**src/rtl/mod_cu.sv**
```systemverilog
// Control FSM for mod_dp: repeated-subtraction a mod b with quotient count and div-by-zero flag.
// Optional iteration ceiling with a partial result and err_tmo: define MOD_ITER_LIMIT_EN (uses ITER_MAX).
module mod_cu #(
  parameter int W        = 32,
  parameter int CNT_W    = 32,
  parameter int ITER_MAX = 1024
) (
  input  logic             CLK,
  input  logic             RST,
  input  logic             start,
  input  logic [W-1:0]     a_in,
  input  logic [W-1:0]     b_in,
  output logic             busy,
  output logic             done,
  output logic [W-1:0]     remainder,
  output logic [CNT_W-1:0] quotient,
  output logic             err_div0,
  output logic             err_tmo,
  output logic [W-1:0]     a_dp,
  output logic [W-1:0]     b_dp,
  output logic             s,
  output logic             we,
  input  logic             x,
  input  logic [W-1:0]     result_dp
);

  localparam logic [2:0] IDLE  = 3'd0;
  localparam logic [2:0] CHECK = 3'd1;
  localparam logic [2:0] LOAD  = 3'd2;
  localparam logic [2:0] ITER  = 3'd3;
  localparam logic [2:0] DONE  = 3'd4;

  logic [2:0]       state;
  logic             lim_hit;
  logic [CNT_W-1:0] q_inc;

`ifdef MOD_ITER_LIMIT_EN
  assign lim_hit = (state == ITER) && !x && (quotient == CNT_W'(ITER_MAX));
`else
  assign lim_hit = 1'b0;
  assign err_tmo = 1'b0;
`endif

  // Quotient saturates instead of wrapping.
  assign q_inc = (quotient == {CNT_W{1'b1}}) ? quotient : quotient + CNT_W'(1);

  assign busy = (state != IDLE);
  assign done = (state == DONE);
  assign s    = (state == ITER);
  assign we   = (state == LOAD) || ((state == ITER) && !x && !lim_hit);

  always_ff @(posedge CLK) begin
    if (RST) begin
      state     <= IDLE;
      a_dp      <= '0;
      b_dp      <= '0;
      remainder <= '0;
      quotient  <= '0;
      err_div0  <= 1'b0;
`ifdef MOD_ITER_LIMIT_EN
      err_tmo   <= 1'b0;
`endif
    end else begin
      case (state)
        IDLE: begin
          if (start) begin
            a_dp     <= a_in;
            b_dp     <= b_in;
            quotient <= '0;
            err_div0 <= 1'b0;
`ifdef MOD_ITER_LIMIT_EN
            err_tmo  <= 1'b0;
`endif
            if (b_in == '0) begin
              err_div0  <= 1'b1;
              remainder <= '0;
              state     <= DONE;
            end else begin
              state <= CHECK;
            end
          end
        end
        CHECK: begin
          if (x) begin
            remainder <= a_dp;
            quotient  <= '0;
            state     <= DONE;
          end else begin
            state <= LOAD;
          end
        end
        LOAD: begin
          quotient <= CNT_W'(1);
          state    <= ITER;
        end
        ITER: begin
          if (lim_hit) begin
`ifdef MOD_ITER_LIMIT_EN
            err_tmo <= 1'b1;
`endif
            remainder <= result_dp;
            state     <= DONE;
          end else if (!x) begin
            quotient <= q_inc;
          end else begin
            remainder <= result_dp;
            state     <= DONE;
          end
        end
        DONE:    state <= IDLE;
        default: state <= IDLE;
      endcase
    end
  end

endmodule

```
**config.mk**
```make
export PLATFORM = sky130hd
export DESIGN_NAME = mod_cu
export DESIGN_NICKNAME = d
export VERILOG_FILES = /design/src/rtl/mod_cu.sv
export SDC_FILE = /design/constraint.sdc
export NUM_CORES = 1
export LEC_CHECK = 0
export CAP_MARGIN = 20
export CORE_ASPECT_RATIO = 2
export CORE_UTILIZATION = 39
export DETAILED_ROUTE_END_ITERATION = 8
export PLACE_DENSITY = 0.79
export SLEW_MARGIN = 20
export SYNTH_ARGS = -nofsm -noshare
export SYNTH_HDL_FRONTEND = slang
export SYNTH_SLANG_ARGS = --single-unit
```
**constraint.sdc**
```tcl
create_clock -name CLK -period 2.3 [get_ports CLK]
set_clock_uncertainty 0.15 [all_clocks]
set_input_delay 0.345 -clock CLK [delete_from_list [all_inputs] [get_ports CLK]]
set_output_delay 0.345 -clock CLK [all_outputs]
set_load 0.05 [all_outputs]
```
==> results of run 1 <==
==> kinds of logic after synthesis <==
group / after synthesis / share of synthesized area
compound gates: 202 / 0.2336
other cells: 1 / 0.0006700
simple gates: 284 / 0.2289
xor+xnor: 1 / 0.001565
buf+inv: 62 / 0.05008
fa+ha+maj: 1 / 0.002235
flops: 132 / 0.4722
mux: 6 / 0.01073
==> cell type report <==
type                       count  area (um^2)
clock buffer                  23        510.5
fill                        1145         4798
tap                          189        236.5
timing repair buffer         284         2799
clock inverter                 9        138.9
multi-input combinational    495         2724
sequential                   132         2719
inverter                      11        41.29
==> power breakdown <==
part,total (uW),switching [uW],internal [uW]
Combinational,1410,871,544
Sequential,2470,80.4,2390
Clock,2920,1020,1900
==> stage by stage <==
step	setup slack [ps]	total power, uW	util
floorplan	3.322	3315	-
finish	106.4	6811	0.6565
global route	-26.33	7067	0.6565
detailed placement	-301.0	3922	0.6045
global placement	-235.9	3907	0.6045
CTS	19.16	6859	0.6510
==> routing by layer <==
layer / up-vias / routed length, um / global-route usage
met1: 2848 / 6740 / 0.2638
met3: 77 / 974 / 0.05278
met5: - / 0 / 0
met2: 264 / 10590 / 0.4724
li1: 2965 / - / -
met4: 0 / 1163 / 0.1761
==> layout by cell type (no fill, tap or decap), drive strengths merged, types with 2 or more instances in the layout <==
| cell | netlist | layout |
|---|---|---|
| dfxtp | 132 | 132 |
| o31ai | 3 | 3 |
| buf | 10 | 56 |
| clkbuf | 41 | 24 |
| o21ai | 22 | 22 |
| nor4 | 10 | 10 |
| and3 | 6 | 6 |
| and4 | 4 | 4 |
| a22o | 2 | 2 |
| a211oi | 33 | 33 |
| nor2 | 47 | 47 |
| or3 | 8 | 8 |
| a31oi | 3 | 3 |
| nand2 | 154 | 154 |
| a21oi | 87 | 87 |
| o41ai | 3 | 3 |
| nand2b | 3 | 3 |
| clkinv | 0 | 5 |
| nand4 | 9 | 9 |
| nor3 | 10 | 10 |
| nand3 | 21 | 21 |
| o32ai | 3 | 3 |
| and2 | 6 | 6 |
| clkdlybuf4s50 | 0 | 226 |
| inv | 11 | 12 |
| or4 | 3 | 3 |
| mux2i | 6 | 6 |
| a22oi | 32 | 32 |
| o22ai | 2 | 2 |
| bufinv | 0 | 3 |
==> worst reg2reg max path, stage by stage (launching register included) <==
cell and delay (ps):
dfxtp_4 390, and4_4 250, nand4_4 150, o41a_1 450
buf_4 160, o22ai_4 170, buf_12 180, o21ai_0 100
o31ai_1 80
==> state kept, by name (all words and copies together) (netlist names) <==
| signal | count |
|---|---|
| state | 3 |
| quotient | 32 |
| remainder | 32 |
| a_dp | 32 |
| err_div0 | 1 |
| b_dp | 32 |
==> worst paths after layout <==
check	endpoint	start	slack [ps]	depth (start not counted)
max	quotient[26]	quotient[26]	110	1
min	a_dp[24]	RST	80	2
max reg2reg	quotient[10]	quotient[8]	130	8
min reg2reg	b_dp[31]	b_dp[31]	300	2
==> synth_stat cells, drive strengths merged (2+ instances only) <==
| cell type | instances |
|---|---|
| a211oi | 33 |
| a21oi | 87 |
| a22o | 2 |
| a22oi | 32 |
| a31oi | 3 |
| and2 | 6 |
| and3 | 6 |
| and4 | 4 |
| buf | 10 |
| clkbuf | 41 |
| dfxtp | 132 |
| inv | 11 |
| mux2i | 6 |
| nand2 | 154 |
| nand2b | 3 |
| nand3 | 21 |
| nand4 | 9 |
| nor2 | 47 |
| nor3 | 10 |
| nor4 | 10 |
| o21ai | 22 |
| o22ai | 2 |
| o31ai | 3 |
| o32ai | 3 |
| o41ai | 3 |
| or3 | 8 |
| or4 | 3 |
==> out/results.tsv, run 1 <==
stage	metric	value	unit
outcome	status	finished clean	
clock_tree	Root Buffer	clkbuf_16	
clock_tree	Clock Path Buffers	2	
global_routing	first-pass GRT wire length	29430	um
clock_tree	post-CTS sizing	0	
worst_setup_path	startpoint types	register	
clock_tree	Max H-tree Level	4	
worst_setup_path	Critical Path Max Stage Delay	850	ps
floorplan	die width	86.71	um
synthesis	share of the synthesized area in the top cell type	0.4722	
synthesis	Synth area leader	dfxtp_1	
synthesis	number of synthesized register bits	132	
run	max cap viols	0	
synthesis	Unique masters post-synth	58	
layout	Antenna diodes	0	
synthesis	EDFF count, synth	0	
worst_setup_path	worst-path fanout max	5	
placement	placed cells	1110	
pwr	Leak	0.003284	uW
clock_tree	# clock sinks	132	
synthesis	synth warn	0	
layout	final instance area	9169	um^2
drt	Antenna Nets Post-Route	0	
global_routing	initial antenna violation count	0	
layout	Layout Cells excl Fill	1143	
synthesis	net count after synthesis	790	
global_routing	Tot GR Track Use	0.2609	
worst_setup_path	Crit-path slowest cell	clkdlybuf4s50_1	
sta	RSZ-0062 raised after global routing	yes	
min_path	HP Class	in2reg	
worst_setup_path	arrival time at the worst endpoint	1700	ps
worst_setup_path	crit-path leading delay family	buffers and inverters	
clock_tree	post-CTS setup buffers	0	
pwr	Max VDD drop	0.5889	mV
sta	f_max	455.9	MHz
worst_setup_path	CP Cell Sequence	clkdlybuf4s50_1	
synthesis	ys flop type	dfxtp_1	
synthesis	cells after synthesis	689	
drt	Iteration-0 DRC Markers	232	
floorplan	Core Region	13970	um^2
synthesis	largest cells by area after synthesis	dfxtp_1 47%, nand2_1 10%, a21oi_1 7.5%	
worst_setup_path	WS Path Type	reg2out	
sta	Slew @ Worst Pin	577.1	ps
floorplan	io pins	234	
sta	crit path time final	2194	ps
drt	Detailed Routing Iterations Pass 1	5	
sta	Final period util	0.9537	
drt	via count	6154	
sta	# setup viols final	0	
drt	drt wl/cell	17.03	um
floorplan	Die Area	14860	um^2
worst_setup_path	Req. time, crit path	1800	ps
global_routing	largest net degree at the start of global routing	55	
floorplan	chip height	171.4	um
placement	placed cell areas	8443	um^2
sta	Post-Route Setup TNS	0	ps
sta	Max Slew Vio Count	0	
placement	post-DP HPWL	13950	um
floorplan	# rows	61	
worst_setup_path	crit path buf inv count	1	
synthesis	syn avg cell area	8.123	um^2
clock_tree	clk_lat worst skew	410	ps
synthesis	Cell Area, Synth	5597	um^2
sta	Worst slew margin	0.6141	
floorplan	Initial Util	0.4007	
clock_tree	Clock Pin Slew Worst Setup and Hold Paths	60	ps
layout	Area Overhead vs Synth	63.83	%
clock_tree	CTS tree	done	
pwr	PwrDens	742.9	nW/um^2
drt	DRC viols	0	
sta	worst hold margin	76.70	ps
placement	gp weighted congestion	0.9193	
clock_tree	Hold Buf Count CTS	0	
synthesis	part of the Yosys area used for sequential elements	0.4722	
global_routing	vias in the first global route	5983	
layout	# nets final	1042	
sta	Final Hold Vio Count	0	
worst_setup_path	crit end category	output pin	
clock_tree	Num CTS Buffers	17	
global_routing	gr ovfl total	0	
layout	share of cells above drive strength 1	0.1478	
drt	WL final	19460	um
synthesis	asr flop ratio synth	0	
drt	Via density	5.384	
placement	Port Buffers	232	
Note: power is estimated with default switching activity, not from simulation.
==> inputs of run 2 (changes only) <==
--- a/config.mk
+++ b/config.mk
@@ -5,7 +5,7 @@
 export SDC_FILE = /design/constraint.sdc
 export NUM_CORES = 1
 export LEC_CHECK = 0
-export CAP_MARGIN = 20
+export CAP_MARGIN = 10
 export CORE_ASPECT_RATIO = 2
 export CORE_UTILIZATION = 39
 export DETAILED_ROUTE_END_ITERATION = 8
==> results of run 2 <==
No change in the layout: final DEF, timing and power equal those of run 1.
==> inputs of run 3 (changes only) <==
--- a/config.mk
+++ b/config.mk
@@ -9,7 +9,7 @@
 export CORE_ASPECT_RATIO = 2
 export CORE_UTILIZATION = 39
 export DETAILED_ROUTE_END_ITERATION = 8
-export PLACE_DENSITY = 0.79
+export PLACE_DENSITY = 0.88
 export SLEW_MARGIN = 20
 export SYNTH_ARGS = -nofsm -noshare
 export SYNTH_HDL_FRONTEND = slang
==> run 3 against run 2 <==
  * Clock power decreased by 7%
  * Combinational power is essentially flat
  * Die area unchanged
  * Fmax fell by 0.57%
  * Utilization shrank 0.58 points
  * Final area fell by 0.89%
  * Power decreased by 3.0%
  * Critical path type unchanged
  * Largest power group unchanged
==> out/results.tsv, run 3 (synthesis gave the netlist of run 1 again) <==
stage	metric	value	unit	change
pwr	Max VDD drop	0.6062	mV	+2.9%
clock_tree	CTS tree	done		
sta	Slew @ Worst Pin	575.6	ps	-1.530 ps
clock_tree	Clock Pin Slew Worst Setup and Hold Paths	60	ps	about the same
worst_setup_path	WS Path Type	reg2out		
clock_tree	Max H-tree Level	4		unchanged
worst_setup_path	r2r setup slk	110	ps	-20 ps
drt	Iteration-0 DRC Markers	254		+9.5%
global_routing	first-pass GRT wire length	29310	um	-0.40%
worst_setup_path	Req. time, crit path	1800	ps	about the same
layout	filler instances	1115		-2.6%
floorplan	Initial Util	0.4007		unchanged
worst_setup_path	Worst Setup EP	quotient[26]		
sta	Max Slew Vio Count	0		unchanged
layout	most common cell after layout, fill and taps aside	clkdlybuf4s50_1		
placement	Port Buffers	232		unchanged
layout	Antenna diodes	0		unchanged
global_routing	Tot GR Track Use	0.2562		-0.004666
floorplan	chip height	171.4	um	unchanged
layout	# nets final	1044		+0.19%
worst_setup_path	CP Cell Sequence	clkdlybuf4s50_1		
clock_tree	Root Buffer	clkbuf_16		
floorplan	die width	86.71	um	unchanged
pwr	Leak	0.003245	uW	-1.2%
clock_tree	Clock Path Buffers	2		unchanged
layout	Layout Cells excl Fill	1145		+0.17%
worst_setup_path	worst-path fanout max	5		unchanged
sta	Worst slew margin	0.6151		+0.001023
worst_setup_path	Crit-path slowest cell	clkdlybuf4s50_1		
floorplan	# rows	61		unchanged
global_routing	initial antenna violation count	0		unchanged
worst_setup_path	crit path launch	quotient[26]		
floorplan	Core Region	13970	um^2	unchanged
placement	post-DP HPWL	14010	um	+0.40%
placement	gp weighted congestion	0.8948		-2.7%
floorplan	Die Area	14860	um^2	unchanged
pwr	PwrDens	727.1	nW/um^2	-2.1%
global_routing	largest net degree at the start of global routing	66		+20%
worst_setup_path	worst reg2reg path startpoint	quotient[23]		
sta	# setup viols final	0		unchanged
drt	Antenna Nets Post-Route	0		unchanged
worst_setup_path	worst reg-to-reg path cell count	8		unchanged
floorplan	io pins	234		unchanged
layout	most frequent cells in the layout	226 x clkdlybuf4s50_1, 152 x nand2_1, 103 x dfxtp_1		
layout	share of cells above drive strength 1	0.1464		-0.001355
sta	crit path time final	2206	ps	+12.66 ps
clock_tree	Num CTS Buffers	17		unchanged
global_routing	vias in the first global route	6096		+1.9%
min_path	HP Class	in2reg		
worst_setup_path	RR Endpoint	quotient[25]		
drt	Detailed Routing Iterations Pass 1	5		unchanged
layout	Area Overhead vs Synth	62.37	%	
outcome	status	finished clean		
sta	f_max	453.3	MHz	-0.57%
layout	Final Core Density	0.6506		-0.005822
drt	via count	6232		+1.3%
worst_setup_path	startpoint types	register		
drt	DRC viols	0		unchanged
drt	WL final	19120	um	-1.8%
clock_tree	clk_lat worst skew	410	ps	about the same
worst_setup_path	crit path buf inv count	1		unchanged
sta	Final period util	0.9592		+0.005504
sta	worst hold margin	281.0	ps	+204.3 ps
drt	drt wl/cell	16.70	um	-1.9%
worst_setup_path	arrival time at the worst endpoint	1710	ps	about the same
global_routing	gr ovfl total	0		unchanged
sta	RSZ-0062 raised after global routing	yes		
worst_setup_path	crit end category	output pin		
placement	placed cells	1113		+0.27%
drt	Via density	5.443		+1.1%
clock_tree	# clock sinks	132		unchanged
worst_setup_path	Critical Path Max Stage Delay	850	ps	about the same
sta	Final Hold Vio Count	0		unchanged
worst_setup_path	Worst path depth	1		unchanged
run	max cap viols	0		unchanged
worst_setup_path	crit-path leading delay family	buffers and inverters		
[run 3: changes by cell type in the layout (fill, tap and decap cells not counted), moves of 2 or more]
| cell | delta |
|---|---|
| clkbuf_8 | -2 |
| clkinv_1 | +4 |
| clkbuf_16 | -3 |
| clkinvlp_4 | +2 |
| clkinv_4 | -2 |
| buf_4 | +5 |
[run 3: area by class of cell]
class                   count  area, um^2  share of cell area
multi-input cells         495        2721              0.2995
flip-flops and latches    132        2719              0.2992
well taps                 189       236.5             0.02602
clock inverters            14       160.2             0.01762
inverters                  11       41.29            0.004544
repair buffers            286        2780              0.3059
clock buffers              18       429.2             0.04723
[run 3: power by group]
part / internal [uW] / switching, uW / total [uW] / leakage, uW
Clock: 1700 / 1030 / 2730 / 0.000281
Sequential: 2390 / 79.5 / 2470 / 0.00110
Combinational: 537 / 868 / 1410 / 0.00187
Total: 4630 / 1980 / 6610 / 0.00325
[run 3: what timing repair did]
item / CTS / global route
endpoints found under the setup margin: 1 / 43
buffers inserted: 0 / 0
gates resized for setup: 1 / 10
hold buffers: 0 / 0
[run 3: worst min-delay path by stage]
stage / from / endpoint / slack (ps) / depth (start not counted)
2_1_floorplan: x / state[1] / 320 / 1
3_3_place_gp: quotient[21] / quotient[21] / 290 / 1
3_5_place_dp: quotient[21] / quotient[21] / 290 / 1
4_1_cts: RST / quotient[21] / 270 / 5
5_1_grt: RST / quotient[21] / 290 / 5
6_report: RST / quotient[21] / 280 / 5
[run 3: metrics by stage]
step | area (um^2) | TNS, ps | power (uW) | worst slack (ps)
after floorplan | 5674 | 0 | 3315 | 3.322
after global placement | 8453 | -9939 | 3897 | -328.9
after detailed placement | 8453 | -11790 | 3923 | -429.0
after CTS | 9049 | 0 | 6641 | 17.41
after global routing | 9087 | -8.212 | 6838 | -8.212
final | 9087 | 0 | 6607 | 93.77
[run 3: per-layer routing]
metal  global-route usage  wire (um)  share of wire
met1               0.2504       6603           0.35
met2               0.4696      10240           0.54
met3              0.05182       1059          0.055
met4               0.1819       1210          0.063
met5                    0          0              0
